<file path="src/rtl/tdm_pkg.sv">
// Shared constants and types for the 1:4 TDM demultiplexer.
package tdm_pkg;

  localparam int NSLOTS = 4;
  localparam int SLOT_W = 2;

  // HUNT waits for a start-of-frame marker; LOCK tracks slots within a frame.
  typedef enum logic {
    HUNT = 1'b0,
    LOCK = 1'b1
  } tdm_state_t;

endpackage : tdm_pkg

</file>
<file path="src/rtl/tdm_demux1_4_if.sv">
// Serial slot stream in, deinterleaved 4-channel frame and framing status out.
interface tdm_demux1_4_if
  import tdm_pkg::*;
#(
  parameter int W = 1
);

  // Stream protocol: one slot word is consumed on every rising edge where
  // din_valid=1 (there is no backpressure); sof qualifies the slot-0 beat and
  // is ignored whenever din_valid=0.
  logic [W-1:0]        din;
  logic                din_valid;
  logic                sof;
  logic [NSLOTS*W-1:0] y;
  logic                frame_valid;
  logic                locked;
  logic [SLOT_W-1:0]   slot;
  logic                sync_err;
  tdm_state_t          dbg_state;

  modport master (
    output din,
    output din_valid,
    output sof,
    input  y,
    input  frame_valid,
    input  locked,
    input  slot,
    input  sync_err,
    input  dbg_state
  );

  modport slave (
    input  din,
    input  din_valid,
    input  sof,
    output y,
    output frame_valid,
    output locked,
    output slot,
    output sync_err,
    output dbg_state
  );

endinterface : tdm_demux1_4_if

</file>
<file path="src/rtl/dec2_4.sv">
// 2-bit to one-hot decoder with enable; selects which staging slot captures din.
module dec2_4 (
  input  logic       en_i,
  input  logic [1:0] sel_i,
  output logic [3:0] onehot_o
);

  always_comb begin
    onehot_o = 4'b0000;
    if (en_i) begin
      onehot_o = 4'b0001 << sel_i;
    end
  end

endmodule : dec2_4

</file>
<file path="src/rtl/tdm_demux1_4.sv">
// Receive-side 1:4 TDM demultiplexer: collects four slot words per frame and
// publishes them together as one registered word.
module tdm_demux1_4
  import tdm_pkg::*;
#(
  parameter int W = 1
) (
  input  logic           clk,
  input  logic           rst,
  tdm_demux1_4_if.slave  tdm
);

  tdm_state_t          state_q, state_d;
  logic [SLOT_W-1:0]   slot_q, slot_d;
  logic                wr_en;
  logic [SLOT_W-1:0]   wr_idx;
  logic [NSLOTS-1:0]   we;
  logic                err_d;
  logic                locked;
  logic [W-1:0]        stage_q [NSLOTS-1];
  logic [NSLOTS*W-1:0] y_q;
  logic                frame_valid_q;
  logic                sync_err_q;

  // State register
  always_ff @(posedge clk or posedge rst) begin
    if (rst) begin
      state_q <= HUNT;
      slot_q  <= '0;
    end else begin
      state_q <= state_d;
      slot_q  <= slot_d;
    end
  end

  // Next-state logic. A sof beat always restarts a frame at slot 0, so the
  // write index is forced to 0 for it regardless of the current slot.
  always_comb begin
    state_d = state_q;
    slot_d  = slot_q;
    wr_en   = 1'b0;
    err_d   = 1'b0;
    wr_idx  = tdm.sof ? '0 : slot_q;
    if (tdm.din_valid) begin
      case (state_q)
        HUNT: begin
          if (tdm.sof) begin
            state_d = LOCK;
            slot_d  = SLOT_W'(1);
            wr_en   = 1'b1;
          end
        end
        LOCK: begin
          if (tdm.sof) begin
            err_d  = (slot_q != '0);
            slot_d = SLOT_W'(1);
            wr_en  = 1'b1;
          end else if (slot_q == '0) begin
            err_d   = 1'b1;
            state_d = HUNT;
          end else begin
            // Slot 3 + 1 wraps to 0, which is exactly frame completion.
            wr_en  = 1'b1;
            slot_d = slot_q + SLOT_W'(1);
          end
        end
        default: begin
          state_d = HUNT;
          slot_d  = '0;
        end
      endcase
    end
  end

  // Output logic
  always_comb begin
    locked = (state_q == LOCK);
  end

  // we[0..2] steer din into staging; we[3] marks the completing slot-3 beat.
  dec2_4 u_dec (
    .en_i     (wr_en),
    .sel_i    (wr_idx),
    .onehot_o (we)
  );

  always_ff @(posedge clk or posedge rst) begin
    if (rst) begin
      for (int i = 0; i < NSLOTS - 1; i++) begin
        stage_q[i] <= '0;
      end
    end else begin
      for (int i = 0; i < NSLOTS - 1; i++) begin
        if (we[i]) begin
          stage_q[i] <= tdm.din;
        end
      end
    end
  end

  always_ff @(posedge clk or posedge rst) begin
    if (rst) begin
      y_q           <= '0;
      frame_valid_q <= 1'b0;
      sync_err_q    <= 1'b0;
    end else begin
      if (we[NSLOTS-1]) begin
        y_q <= {tdm.din, stage_q[2], stage_q[1], stage_q[0]};
      end
      frame_valid_q <= we[NSLOTS-1];
      sync_err_q    <= err_d;
    end
  end

  assign tdm.y           = y_q;
  assign tdm.frame_valid = frame_valid_q;
  assign tdm.sync_err    = sync_err_q;
  assign tdm.locked      = locked;
  assign tdm.slot        = slot_q;
  assign tdm.dbg_state   = state_q;

endmodule : tdm_demux1_4

</file>
<file path="src/flat_wrapper.sv">
// flat-port wrapper written by rule: the top's interface ports become plain ports
module tdm_demux1_4_flat import tdm_pkg::*;
#(
  parameter int W = 1
)
  (clk, rst, tdm_din, tdm_din_valid, tdm_sof, tdm_y, tdm_frame_valid, tdm_locked, tdm_slot, tdm_sync_err, tdm_dbg_state);
  tdm_demux1_4_if #(.W(W)) tdm_i ();
  input  logic clk;
  input  logic rst;
  input wire logic [$bits(tdm_i.din)-1:0] tdm_din;
  input wire logic [$bits(tdm_i.din_valid)-1:0] tdm_din_valid;
  input wire logic [$bits(tdm_i.sof)-1:0] tdm_sof;
  output wire logic [$bits(tdm_i.y)-1:0] tdm_y;
  output wire logic [$bits(tdm_i.frame_valid)-1:0] tdm_frame_valid;
  output wire logic [$bits(tdm_i.locked)-1:0] tdm_locked;
  output wire logic [$bits(tdm_i.slot)-1:0] tdm_slot;
  output wire logic [$bits(tdm_i.sync_err)-1:0] tdm_sync_err;
  output wire logic [$bits(tdm_i.dbg_state)-1:0] tdm_dbg_state;
  assign tdm_i.din = tdm_din;
  assign tdm_i.din_valid = tdm_din_valid;
  assign tdm_i.sof = tdm_sof;
  assign tdm_y = tdm_i.y;
  assign tdm_frame_valid = tdm_i.frame_valid;
  assign tdm_locked = tdm_i.locked;
  assign tdm_slot = tdm_i.slot;
  assign tdm_sync_err = tdm_i.sync_err;
  assign tdm_dbg_state = tdm_i.dbg_state;
  tdm_demux1_4 #(.W(W)) u_core (.clk(clk), .rst(rst), .tdm(tdm_i));
endmodule
</file>
<file path="config.mk">
export PLATFORM = sky130hd
export DESIGN_NAME = tdm_demux1_4_flat
export DESIGN_NICKNAME = d
export VERILOG_FILES = /design/src/rtl/tdm_pkg.sv /design/src/rtl/tdm_demux1_4_if.sv /design/src/rtl/dec2_4.sv /design/src/rtl/tdm_demux1_4.sv /design/src/flat_wrapper.sv
export SDC_FILE = /design/constraint.sdc
export NUM_CORES = 1
export LEC_CHECK = 0
export CAP_MARGIN = 20
export CORE_AREA = 2 2 39 41
export DETAILED_ROUTE_END_ITERATION = 12
export DIE_AREA = 0 0 41 43
export PLACE_DENSITY_LB_ADDON = 0.12
export SLEW_MARGIN = 20
export SYNTH_ARGS = -nofsm -noshare
export SYNTH_HDL_FRONTEND = slang
export SYNTH_SLANG_ARGS = --single-unit
</file>
<file path="constraint.sdc">
create_clock -name clk -period 4.3 [get_ports clk]
set_input_delay 0.86 -clock clk [delete_from_list [all_inputs] [get_ports clk]]
set_output_delay 0.86 -clock clk [all_outputs]
set_load 0.02 [all_outputs]
</file>
Yosys cells after proc, flatten, opt, wreduce, memory -nomap -nowiden
Cells that the tools add are included.

Bits in registers: 12. Latch bits: 0. RAM bits: 0. Bits in read-only memories: 0. Input bits: 5. Output and inout port bits: 10. Logic and storage cells: 31. Memories: 0.

$add $sub $neg: 1. $mul: 0. Div/mod/pow operators: 0. Order comparisons: 0. Equality and inequality tests: 2. Shift operators: 1. Multiplexer cells: 15. Bitwise logic cells: 1. Reductions and logical operators: 3.

Operators with widths (count): 1-bit two-way mux (8); 2-bit two-way mux (4); 4-bit two-way mux (1); 2-bit case mux with 2 select lines (1); 1-bit by 2-bit left shift with 4-bit output (first input constant) (1); 3-bit inequality test (second input constant) (1); 3-bit AND reduction (1); 2-bit by 1-bit adder with 2-bit output (second input constant) (1); 2-bit zero test (1); 2-bit inequality test (second input constant) (1); 1-bit case mux with 2 select lines (1); 2-bit nonzero test (1); 1-bit inverter (1).

Longest topological paths before layout
Gate-level depths: netlist of the first run.

Depth after elaboration: 6. Gate-level depth with buffers: 7. Depth with buffers taken out: 6.

Hierarchy
Synthesis of the first run repeated with hierarchy kept, for this count alone.

Cell total of the unflattened synthesis: 43. Area total of the unflattened synthesis: 548.0 µm².

Modules (own cells, without submodules): tdm_demux1_4 (instances 1, cells an instance 39, area each 510.5 µm², seq. area each 300.3 µm²); dec2_4 (instances 1, cells an instance 4, area each 37.5 µm², seq. area each 0.0 µm²).

Least setup slack after synthesis of the first run
OpenSTA, ideal clock, no wires.

Path type: input to register. Start: input tdm_sof. End: register u_core.y_q[0] (netlist: u_core.tdm.y[0]). Setup time: 0.125 ns. Data arrival time: 1.987 ns. Required time: 4.175 ns. Slack: 2.188 ns. Stages on the path: 6. Buffers on the path: 1. Cells stage by stage: inv_1 ha_1 nor3b_4 and4_1 buf_6 mux2_4.

Longest elaborated chain between the ends: 4. Elaborated cells on any way between the ends: 7. Those cells by class: shift: 1; mux: 6.

Ends and longest elaborated chain: start, declared (line flat_wrapper.sv:12) `input wire logic [$bits(tdm_i.sof)-1:0] tdm_sof;`; 1-bit two-way mux, on equally long branches (line tdm_demux1_4.sv:54, tdm_demux1_4.sv:47); 1-bit case mux with 2 select lines (line tdm_demux1_4.sv:45) `case (state_q)`; 1-bit two-way mux (line tdm_demux1_4.sv:44) `if (tdm.din_valid) begin`; 4-bit two-way mux * (line dec2_4.sv:10) `if (en_i) begin`; via u_core.u_dec.onehot_o[3] (line dec2_4.sv:5) `output logic [3:0] onehot_o`; end signal, assigned (line tdm_demux1_4.sv:108) `y_q <= {tdm.din, stage_q[2], stage_q[1], stage_q[0]};`; end, declared (line tdm_demux1_4.sv:21) `logic [NSLOTS*W-1:0] y_q;`.

Mark *: on every way through the listed nets, which the timed path passes. The rest lies on a longest branch. A chain may end at the register's enable or synchronous reset.

Worst setup path in the final report of the first run
Start: input tdm_sof. End: register u_core.y_q[1] (netlist: u_core.tdm.y[1]).

Longest elaborated chain between the ends: 4. Elaborated cells on any way between the ends: 7. Those cells by class: shift: 1; mux: 6.

Ends and longest elaborated chain (line): 1-bit two-way mux, on equally long branches (tdm_demux1_4.sv:54, tdm_demux1_4.sv:47); 1-bit case mux with 2 select lines (tdm_demux1_4.sv:45); 1-bit two-way mux (tdm_demux1_4.sv:44); 4-bit two-way mux * (dec2_4.sv:10).

Every way passes the cells marked *; elsewhere a longest branch is shown, timed or not.

==> results of run 1 <==
==> final cells by class <==
| type | count | share of cell area [%] |
|---|---|---|
| tap | 16 | 2.67 |
| inverter | 4 | 2.00 |
| timing repair buffer | 14 | 18.7 |
| multi-input combinational | 26 | 31.7 |
| clock buffer | 4 | 4.84 |
| sequential | 12 | 40.1 |
==> sequential cells by signal (all words and copies together), names as in the netlist <==
register / flops
u_core.stage_q: 3
u_core.tdm.frame_valid: 1
u_core.tdm.dbg_state: 1
u_core.tdm.sync_err: 1
u_core.tdm.slot: 2
u_core.tdm.y: 4
==> routing by layer <==
metal / routed length, um / vias to the layer above / share of wire, %
met5: 0 / - / 0
met2: 388 / 11 / 44
li1: - / 189 / -
met1: 421 / 169 / 48
met3: 56 / 2 / 6.4
met4: 8 / 0 / 0.91
==> where the power goes <==
part / switching [uW] / internal [uW]
Sequential: 44.3 / 162
Clock: 34.8 / 51.4
Combinational: 109 / 137
Total: 188 / 350
==> worst register-to-register path: cells and delay by family, from the launching register on <==
kind	cells	cell delay [ps]
adder cells (fa/ha/maj)	2	470
buffers and inverters	1	100
flip-flops	1	430
multiplexers	1	330
AND/OR/NAND/NOR	2	670
==> how the worst max path moves through the flow <==
stage	start	end	slack, ps	cells past startpoint
floorplan	tdm_sof	u_core.tdm.y[0]	2190	6
global placement	tdm_sof	u_core.tdm.y[0]	1420	6
detailed placement	tdm_sof	u_core.tdm.y[1]	1370	6
CTS	tdm_sof	u_core.tdm.y[0]	1670	6
global route	tdm_sof	u_core.tdm.y[0]	1580	6
finish	tdm_sof	u_core.tdm.y[1]	1660	6
==> logic make-up after synthesis <==
group	Yosys count	synth area share [%]
mux	8	18.3
simple gates	10	11.7
fa+ha+maj	2	4.35
compound gates	6	6.96
flops	12	52.2
buf+inv	7	6.52
==> through the flow <==
step	cell area (um^2)	total power [uW]	utilization (%)	setup slack (ps)	hold WS (ps)
finish	749	538	54.2	1660	507
CTS	749	549	54.2	1670	509
global placement	713	458	51.5	1420	487
floorplan	576	362	-	2190	476
global route	749	583	54.2	1580	525
detailed placement	713	459	51.5	1370	493
==> placed cells by master, fill, tap and decap left out, drive strengths merged, types with 2 or more instances in the layout <==
master / n
nand4: 2
nor3b: 2
mux2: 8
dfrtp: 12
clkbuf: 4
clkdlybuf4s50: 14
inv: 4
ha: 2
nand2: 3
==> Yosys cell counts <==
library cell,instances
a21oi_1,1
a31oi_1,1
buf_6,1
nor2_1,1
clkbuf_1,1
and4_1,1
nand4_1,2
a22oi_1,1
nand2_1,3
o21ai_0,1
buf_4,1
ha_1,2
nor3b_4,1
a32oi_1,1
mux2_2,4
inv_1,4
mux2_4,4
nand3_1,1
o211ai_1,1
dfrtp_1,12
nor3b_1,1
==> results.cfg, run 1 <==
[worst_setup_path]
setup.worst_path.start_class = primary input
crit_chain = clkdlybuf4s50_1 > inv_1 > ha_1 > nor3b_4 > and4_1 > mux2_4
max_stage_delay_ps = 580
cp_capture_type = flip-flop
critPathSlowestCell = clkdlybuf4s50_1
setup.reg_to_reg.worst_slack_ps = 2190
worstReg2RegStart = u_core.tdm.slot[0]
criticalPathCategory = in -> reg
path_max_fanout = 5
critical-path-top-delay-family = simple AND/OR/NAND/NOR gates
rr_worst_depth = 6
required_time_of_the_critical_path_ps = 4450
arrival_time_worst_endpoint_ps = 2800
r2r-end = u_core.tdm.y[1]
crit_buf_inv = 2

[routing]
postRouteAntennaNets = 0
route.vias.total = 371
first_iter_violations = 4
drtPass1Iterations = 4
vias_per_cell = 4.88
drc_errors = 0
wl_per_cell_um = 11.5
wl_um = 875

[grt]
groute.usage.overall_pct = 12.9
met1_usage_pct = 16.8
groute.layer.met3.usage_pct = 3.66
antenna_violations_before_repair = 0
gr-usage-met2_pct = 17.2
grt-ovfl-total = 0
grt_max_degree = 15
first_global_vias = 342
wire_length_of_the_first_global_routing_pass_mm = 1.47
gr_busiest_metal = met2

[clocking]
post-cts-setup-buffer-count = 0
clk_root_buffer_cell = clkbuf_4
maximum_count_of_clock_buffers_along_a_single_path = 2
tritoncts.num_buffers = 3
cts_sinks = 12
cts.reportedPaths.clkPinSlew_ps = 70
clkLatencyLatePin_ps = 260
cts_tree = built
cts-htree-levels = 1
cts_resized = 0
hold_buffers = 0

[placement]
port_buffers = 14
placedCellCount = 72
routabilityCongestion = 0.694
place_hpwl_um = 676

[floorplanning]
pin_count = 15
num_rows = 14
die_h_um = 43
initial_utilization_pct = 41.6
core-area_um2 = 1380
die_area_um2 = 1760
chipWidth_um = 41

[timing]
timing.setup.tns_ps = 0
max_freq_mhz = 378
report.final.hold_viol_count = 0
maxSlewViolCount = 0
worst-slew-pin-transition_ps = 446
timing.final.setup_violations = 0
rsz0062_at_grt = false
fin_crit_sh_pct = 61.5
max_slew_headroom_pct = 70.2
timing.clock.skew_ps = 1.35
period_minus_slack_ps = 2640

[synthesis]
ys_seq_elements = 12
number_of_nets_in_the_synthesized_netlist = 52
synth_area_leaders = dfrtp_1, mux2_4, mux2_2
yosysWarnings = 0
yosys.area.top_type = dfrtp_1
synthDominantCellAreaShare_pct = 52.2
synth_area_um2 = 576
synth_area_per_cell_um2 = 12.8
syn-instance-count = 45
post_synth_num_cell_types = 21
seq_area_frac_synth_pct = 52.2

[power]
power.ir.vdd_worst_mv = 0.297
pwr_density_cell_nw_per_um2 = 718
power.leakage_uw = 0.000336

[cells_and_area]
fin_nets = 68
antenna_cells_inserted = 0
share_of_final_layout_standard_cells_stronger_than_drive_strength_1_pct = 21.7
fillCellCount = 118
areaGrowthSynthToFinish_pct = 30.2
seqCellArea_um2 = 300
final_cells = 76
multi_input_area_um2 = 238

[hold_path]
min_path_cells = 1
timing.hold.worst.start = u_core.stage_q[2]
min_path_type = reg -> reg
min_delay_worst_endpoint = u_core.tdm.y[0]

[run_status]
run_status = completed

[flow_run]
max_cap_viol_count = 0
Power figures use the tool's default switching activity.
==> run 2: changes to the inputs <==
--- a/config.mk
+++ b/config.mk
@@ -6,9 +6,9 @@
 export NUM_CORES = 1
 export LEC_CHECK = 0
 export CAP_MARGIN = 20
-export CORE_AREA = 2 2 39 41
+export CORE_MARGIN = 2
+export CORE_UTILIZATION = 41
 export DETAILED_ROUTE_END_ITERATION = 12
-export DIE_AREA = 0 0 41 43
 export PLACE_DENSITY_LB_ADDON = 0.12
 export SLEW_MARGIN = 20
 export SYNTH_ARGS = -nofsm -noshare
==> constraint.sdc (replaced) <==
create_clock -name clk -period 2.2 [get_ports clk]
set_input_delay 0.44 -clock clk [delete_from_list [all_inputs] [get_ports clk]]
set_output_delay 0.44 -clock clk [all_outputs]
set_load 0.02 [all_outputs]
==> run 2 against run 1 <==
Effect of this change: final area rose by 2.0%; count of clock-buffer cells in the layout fell by 1; hold slack got worse by 41 ps; largest power group unchanged.
==> results.cfg, run 2 (synthesis gave the netlist of run 1 again) <==
[run_status]
run_status = completed

[cells_and_area]
number_of_flip_flops_in_the_largest_register = 4
antenna_cells_inserted = 0
share_of_final_layout_standard_cells_stronger_than_drive_strength_1_pct = 25.4
mostFrequentLayoutCell = clkdlybuf4s50_1
areaGrowthSynthToFinish_pct = 32.8
final_cell_mix = clkdlybuf4s50_1, dfrtp_1
fin_nets = 72
final_cells = 78
fillCellCount = 111
postLayoutCellArea_um2 = 764

[floorplanning]
core-area_um2 = 1300
num_rows = 13
die_h_um = 41.5
chipWidth_um = 41.5
initial_utilization_pct = 44.2
pin_count = 15
die_area_um2 = 1720

[clocking]
maximum_count_of_clock_buffers_along_a_single_path = 2
cts_sinks = 12
clkLatencyLatePin_ps = 270
cts_tree = built
tritoncts.num_buffers = 3
cts.reportedPaths.clkPinSlew_ps = 60
hold_buffers = 0
clk_root_buffer_cell = clkbuf_4
cts_resized = 0
cts-htree-levels = 1
post-cts-setup-buffer-count = 0

[power]
netSwitchingPower_uw = 378
p_comb_share_pct = 48.5
power.leakage_uw = 0.000349
p_sw_share_pct = 36.4
totalPowerFinal_uw = 1040
seqPwrFrac_pct = 39.4
pwr_density_cell_nw_per_um2 = 1360
p_clk_share_pct = 12.1
internal_power_uw = 661
power.ir.vdd_worst_mv = 0.658

[placement]
port_buffers = 14
routabilityCongestion = 0.749
placedCellCount = 75
placedInstanceArea_um2 = 742
place_hpwl_um = 777

[grt]
grt_max_degree = 15
groute.usage.overall_pct = 14.1
antenna_violations_before_repair = 0
grt-ovfl-total = 0
first_global_vias = 427
wire_length_of_the_first_global_routing_pass_mm = 1.82

[routing]
vias_per_cell = 5.18
drc_errors = 0
drtPass1Iterations = 4
postRouteAntennaNets = 0
wl_per_cell_um = 12.9
route.vias.total = 404
first_iter_violations = 7
wl_mm = 1.01

[timing]
report.final.hold_viol_count = 0
max_slew_headroom_pct = 71.9
timing.final.setup_violations = 0
period_minus_slack_ps = 2000
rsz0062_at_grt = false
fin_crit_sh_pct = 90.9
timing.setup.tns_ps = 0
maxSlewViolCount = 0
timing.clock.skew_ps = 2.08
worst-slew-pin-transition_ps = 420
max_freq_mhz = 500

[worst_setup_path]
worstReg2RegStart = u_core.tdm.slot[0]
required_time_of_the_critical_path_ps = 2350
setup.worst_path.start = u_core.tdm.slot[0]
criticalPathCategory = reg -> reg
path_max_fanout = 6
setup.worst_path.start_class = flip-flop
cp_capture_type = flip-flop
arrival_time_worst_endpoint_ps = 2150

[flow_run]
max_cap_viol_count = 0

[hold_path]
min_path_type = in -> async
run 2: layout make-up:
| cell class | count | area, um^2 | area share (%) |
|---|---|---|---|
| Sequential cell | 12 | 300 | 39.3 |
| Inverter | 4 | 15.0 | 1.96 |
| Timing Repair Buffer | 18 | 170 | 22.3 |
| Tap cell | 15 | 18.8 | 2.45 |
| Clock buffer | 3 | 22.5 | 2.95 |
| Multi-Input combinational cell | 26 | 238 | 31.1 |
run 2: routing by layer:
metal	GRT usage (%)	routed length, um	up-vias
met1	16.1	425	190
met2	22.5	482	14
met3	3.04	57	5
met4	11.6	41	0
met5	0	0	-
li1	-	-	195
run 2: worst max-delay path, cell delays in order, from the launching register on:
cell     delay [ps]
dfrtp_1         440
inv_1           110
ha_1            220
ha_1            220
nor3b_4         180
and4_1          390
mux2_4          330
run 2: through the flow:
stage / hold slack [ps] / util [%] / worst slack (ps)
after detailed placement: 496 / 57.0 / -29.1
final: 466 / 58.8 / 201
after global placement: 491 / 57.0 / 25.7
after CTS: 480 / 58.8 / 189
after global routing: 522 / 58.8 / 79.4
after floorplan: 305 / - / 175
run 2: power groups by stage:
| stage | clock network (uW) | logic, uW | registers [uW] |
|---|---|---|---|
| after global placement | 0 | 492 | 408 |
| after floorplan | 0 | 236 | 471 |
| after detailed placement | 0 | 507 | 413 |
| final | 126 | 503 | 409 |
| after global routing | 143 | 544 | 427 |
| after CTS | 131 | 511 | 409 |
run 2: worst paths after layout:
path,end,slack [ps],cells past startpoint
min in group clk,u_core.tdm.y[1],510,1
hold reg to reg,u_core.tdm.y[1],510,1
setup reg to reg,u_core.tdm.y[0],200,6
hold / removal,u_core.tdm.y[2],470,2
max in group asynchronous,u_core.tdm.y[0],1440,2
setup / recovery,u_core.tdm.y[0],200,6
